### src/rtl/beta_dest_pipe.sv
// Destination-tag / result pipeline (ALU -> MEM -> WB) feeding the Beta bypass units, with the
// load-completion FSM that freezes the pipe. Optional LDR support: define BETA_LDR_EN.
module beta_dest_pipe #(
   parameter int         DW     = 32,
   parameter logic [4:0] ZERO_R = 5'd31
) (
   input  logic          clk,
   input  logic          rst,
   input  logic          id_valid,
   input  logic [4:0]    id_rc,
   input  logic [1:0]    id_kind,
   input  logic          stall_in,
   input  logic          flush,
   input  logic [DW-1:0] alu_result,
   input  logic [DW-1:0] mem_rdata,
   input  logic          mem_rvalid,
   output logic [6:0]    aP0,
   output logic [6:0]    aP1,
   output logic [6:0]    aP2,
   output logic [DW-1:0] ALUout,
   output logic [DW-1:0] MEMout,
   output logic [DW-1:0] WBout,
   output logic          rf_we,
   output logic [4:0]    rf_wa,
   output logic [DW-1:0] rf_wd,
   output logic          pipe_hold
);

   localparam logic [6:0] BUBBLE = {2'b00, ZERO_R};

   typedef enum logic [1:0] {
      S_IDLE = 2'd0,
      S_WAIT = 2'd1,
      S_DONE = 2'd2
   } state_t;

   state_t          state_r;
   state_t          state_nxt_s;
   logic            hold_s;
   logic [6:0]      id_tag_s;
   logic [6:0]      a0_r;
   logic [6:0]      a1_r;
   logic [6:0]      a2_r;
   logic [DW-1:0]   mem_r;
   logic [DW-1:0]   wb_r;
   logic            we_r;

   // Translate the decoded instruction into a stage tag; no-write kinds look like bubbles.
   always_comb begin
      id_tag_s = BUBBLE;
      case (id_kind)
         2'b00:   id_tag_s = {2'b00, id_rc};
         2'b01:   id_tag_s = {2'b10, id_rc};
`ifdef BETA_LDR_EN
         2'b10:   id_tag_s = {2'b01, id_rc};
`else
         2'b10:   id_tag_s = {2'b00, id_rc};
`endif
         2'b11:   id_tag_s = BUBBLE;
         default: id_tag_s = BUBBLE;
      endcase
   end

   always_ff @(posedge clk) begin
      if (rst) begin
         state_r <= S_IDLE;
      end else begin
         state_r <= state_nxt_s;
      end
   end

   // Outside WAIT the pipe always advances, so a load in ALU is the one arriving in MEM.
   always_comb begin
      state_nxt_s = state_r;
      case (state_r)
         S_WAIT: begin
            if (mem_rvalid) begin
               state_nxt_s = S_DONE;
            end else begin
               state_nxt_s = S_WAIT;
            end
         end
         S_IDLE, S_DONE: begin
            if (|a0_r[6:5]) begin
               state_nxt_s = S_WAIT;
            end else begin
               state_nxt_s = S_IDLE;
            end
         end
         default: state_nxt_s = S_IDLE;
      endcase
   end

   always_comb begin
      hold_s = 1'b0;
      case (state_r)
         S_WAIT:  hold_s = 1'b1;
         default: hold_s = 1'b0;
      endcase
   end

   always_ff @(posedge clk) begin
      if (rst) begin
         a0_r  <= BUBBLE;
         a1_r  <= BUBBLE;
         a2_r  <= BUBBLE;
         mem_r <= '0;
         wb_r  <= '0;
         we_r  <= 1'b0;
      end else if (hold_s) begin
         // ALU frozen; MEM frozen until load data lands; WB drains so nothing is written twice.
         a0_r <= a0_r;
         if (mem_rvalid) begin
            a1_r  <= {2'b00, a1_r[4:0]};
            mem_r <= mem_rdata;
         end else begin
            a1_r  <= a1_r;
            mem_r <= mem_r;
         end
         a2_r <= BUBBLE;
         wb_r <= wb_r;
         we_r <= 1'b0;
      end else begin
         if (flush || stall_in || !id_valid) begin
            a0_r <= BUBBLE;
         end else begin
            a0_r <= id_tag_s;
         end
         a1_r  <= a0_r;
         mem_r <= (|a0_r[6:5]) ? '0 : alu_result;
         a2_r  <= a1_r;
         wb_r  <= mem_r;
         we_r  <= (a1_r[4:0] != ZERO_R);
      end
   end

   assign aP0       = a0_r;
   assign aP1       = a1_r;
   assign aP2       = a2_r;
   assign ALUout    = alu_result;
   assign MEMout    = mem_r;
   assign WBout     = wb_r;
   assign rf_we     = we_r;
   assign rf_wa     = a2_r[4:0];
   assign rf_wd     = wb_r;
   assign pipe_hold = hold_s;

endmodule

### config.mk
export PLATFORM = sky130hd
export DESIGN_NAME = beta_dest_pipe
export DESIGN_NICKNAME = d
export VERILOG_FILES = /design/src/rtl/beta_dest_pipe.sv
export SDC_FILE = /design/constraint.sdc
export NUM_CORES = 1
export LEC_CHECK = 0
export ABC_AREA = 0
export BUFFER_PORTS_ARGS = -buffer_cell sky130_fd_sc_hd__buf_2
export CORE_ASPECT_RATIO = 1.4
export CORE_MARGIN = 8
export CORE_UTILIZATION = 43
export DETAILED_ROUTE_END_ITERATION = 16
export PLACE_DENSITY_LB_ADDON = 0.15
export REMOVE_ABC_BUFFERS = 1
export SLEW_MARGIN = 20
export SYNTH_ARGS = -nofsm -noshare
export SYNTH_HDL_FRONTEND = slang
export SYNTH_SLANG_ARGS = --single-unit
### constraint.sdc
create_clock -name clk -period 1.6 [get_ports clk]
set_input_delay 0.24 -clock clk [delete_from_list [all_inputs] [get_ports clk]]
set_output_delay 0.24 -clock clk [all_outputs]
set_load 0.05 [all_outputs]
==> qor.yml <==
num-fill-cells: 871
path_cells: "nand2b_2 > inv_2 > buf_4"
post-route-util_pct: 54.5
worst_pin_slew_ps: 666
cap_violations: 0
grt_pass1_wl_um: 16200
hold_viol: 0
critPathRequiredTime_ps: 1360
intPower_mw: 3.74
vias: 3344
wl_met1_um: 4140
power.switching_mw: 1.66
port_buffers: 229
routedWlPerCell_um: 15.4
antenna_found_initial: 0
hpwl_um: 8220
fin_area_um2: 4840
grt_overflow_total: 0
layout.nets: 664
synth_area_um2: 3850
initial_core_util_pct: 43.3
postPlaceCellArea_um2: 4540
drv_slew: 0
yosys_warnings: 0
setup_viol: 0
syn_to_final_growth_pct: 25.8
power_density_nw_per_um2: 1120
critPathArrivalTime_ps: 1300
yosys-top-cells-area: "dfxtp_1 44%, buf_4 14%, nand2_1 9.0%"
cts_buffers: 9
fin_crit_sh_pct: 96.3
synth-seq-area-share_pct: 44.2
synthDistinctLibCells: 27
drt-total-wl_um: 10700
crit_fanout: 14
die_w_um: 95.9
rsz0062_at_grt: "yes"
io_pins: 233
path_class: "flip-flop to primary output"
hp-class: "primary input to flip-flop"
drt_pre_antenna_iters: 5
worstSetupEndpointType: "primary output"
core-area_um2: 8870
grt_usage_pct: 16.6
ys_seq_elements: 85
max-vdd-ir-drop_mv: 0.673
diodes: 0
top_layer_used: "met4"
timing.slew.headroom_pct: 55.5
cts_root_buf: "clkbuf_16"
clock_path_buffers: 2
finalClockSkew_ps: 2.90
grt_pass1_vias: 3485
cts.sinks: 85
avgSynthCellArea_um2: 8.78
crit_path_max_incr_delay_ps: 290
synth_top_area_share_pct: 44.2
pwr-share-comb_pct: 20.7
start_kind: "flip-flop"
grt_max_degree: 60
wl_met2_um: 5620
first_iter_violations: 94
rows: 41
drive_above_1_share_pct: 43.6
p_seq_share_pct: 42.0
wl_met3_um: 775
path_clk_slew_ps: 60
clockPowerShare_pct: 37.3
drtAntennaViolNets: 0
gp_congestion: 0.746
clkLatencyLatePin_ps: 330
die-area_um2: 12300
via_per_inst: 4.78
period_needed_ps: 1540
cts_max_level: 3
cts_tree: "yes"
die_h_um: 128
status: "finished clean"
crit_slowest_cell: "dfxtp_1"
fin_setup_tns_ps: 0
power_leakage_nw: 2.41
synthCells: 438
synth_top_area_cell: "dfxtp_1"
fmax_ghz: 0.649
switching_share_pct: 30.8
drc: 0
[placed cells by master (no fill, tap or decap), types with 9 or more instances in the layout]
cell type	count
o2bb2ai_1	16
mux2_1	16
dfxtp_1	85
mux2i_1	16
buf_4	10
buf_2	227
nor2_1	9
nand3b_1	21
a21oi_1	55
nand2_1	92
clkbuf_16	9
[power groups by stage]
stage	Sequential, mW	Combinational, mW	Clock (mW)
2_1_floorplan	2.75	0.173	0
3_3_place_gp	2.32	1.12	0
3_5_place_dp	2.32	1.13	0
4_1_cts	2.27	1.13	2.08
5_1_grt	2.29	1.18	2.16
6_report	2.27	1.12	2.01
[final timing paths]
kind,depth (start not counted),endpoint,from,slack [ps]
min,2,MEMout[2],alu_result[2],120
max reg2reg,5,aP1[6],state_r[1],190
min reg2reg,2,WBout[28],WBout[28],470
max,3,pipe_hold,state_r[1],60
[synthesized netlist by cell type (all sizes together)]
master / number
conb: 1
o2bb2ai: 16
and2: 1
buf: 88
nand3: 1
nor3: 6
nand3b: 21
nor2: 9
inv: 1
clkinv: 1
clkbuf: 15
or4: 1
nor2b: 1
dfxtp: 85
nand2b: 4
or3: 5
a21oi: 55
mux2i: 16
a2111oi: 1
mux2: 16
o21a: 1
a32o: 1
nand2: 92
[sequential cells by signal, summed over array words and instances, names as in the netlist]
| signal | count |
|---|---|
| aP2 | 6 |
| MEMout | 32 |
| rf_we | 1 |
| aP1 | 6 |
| WBout | 32 |
| aP0 | 6 |
| state_r | 2 |
[worst max-delay path, delay by kind of cell, from the launching register on]
| family | cells | cell delay (ps) |
|---|---|---|
| buffers and inverters | 2 | 490 |
| DFF | 1 | 290 |
| and+or+nand+nor | 1 | 180 |
[logic make-up after synthesis]
family	synth area share (%)
AO/OA/AOI/OAI	11.6
buffers and inverters	18.0
flip-flops	44.2
multiplexers	8.85
other	0.0975
AND/OR/NAND/NOR	17.1
[metal layers]
| layer | track usage, % | vias up |
|---|---|---|
| met4 | 7.90 | 0 |
| met5 | 0 | - |
| met1 | 17.3 | 1520 |
| met2 | 30.6 | 134 |
| met3 | 2.87 | 14 |
| li1 | - | 1676 |
[layout make-up]
cell class / count / area, µm² / share of cell area (%)
Timing Repair Buffer: 239 / 1240 / 25.6
Clock inverter: 4 / 47.5 / 0.982
Multi-Input combinational cell: 250 / 1460 / 30.2
Sequential cell: 85 / 1700 / 35.2
Inverter: 2 / 7.51 / 0.155
Clock buffer: 12 / 246 / 5.09
Tap cell: 107 / 134 / 2.77
[repair_timing]
| item | 4_1_cts | 5_1_grt |
|---|---|---|
| pin swaps | 0 | 0 |
| hold buffers | 0 | 0 |
| buffers inserted | 0 | 0 |
| setup endpoints to repair | 1 | 17 |
| resized for setup | 1 | 2 |
[stage by stage]
stage	std cells	hold WS, ps	total power [mW]	worst slack [ps]
after global placement	683	448	3.44	181
after floorplan	337	309	2.92	-1490
after CTS	699	102	5.48	31.7
final	699	116	5.40	59.8
after detailed placement	683	454	3.45	113
after global routing	699	123	5.62	-30.7
Power figures use the tool's default switching activity.
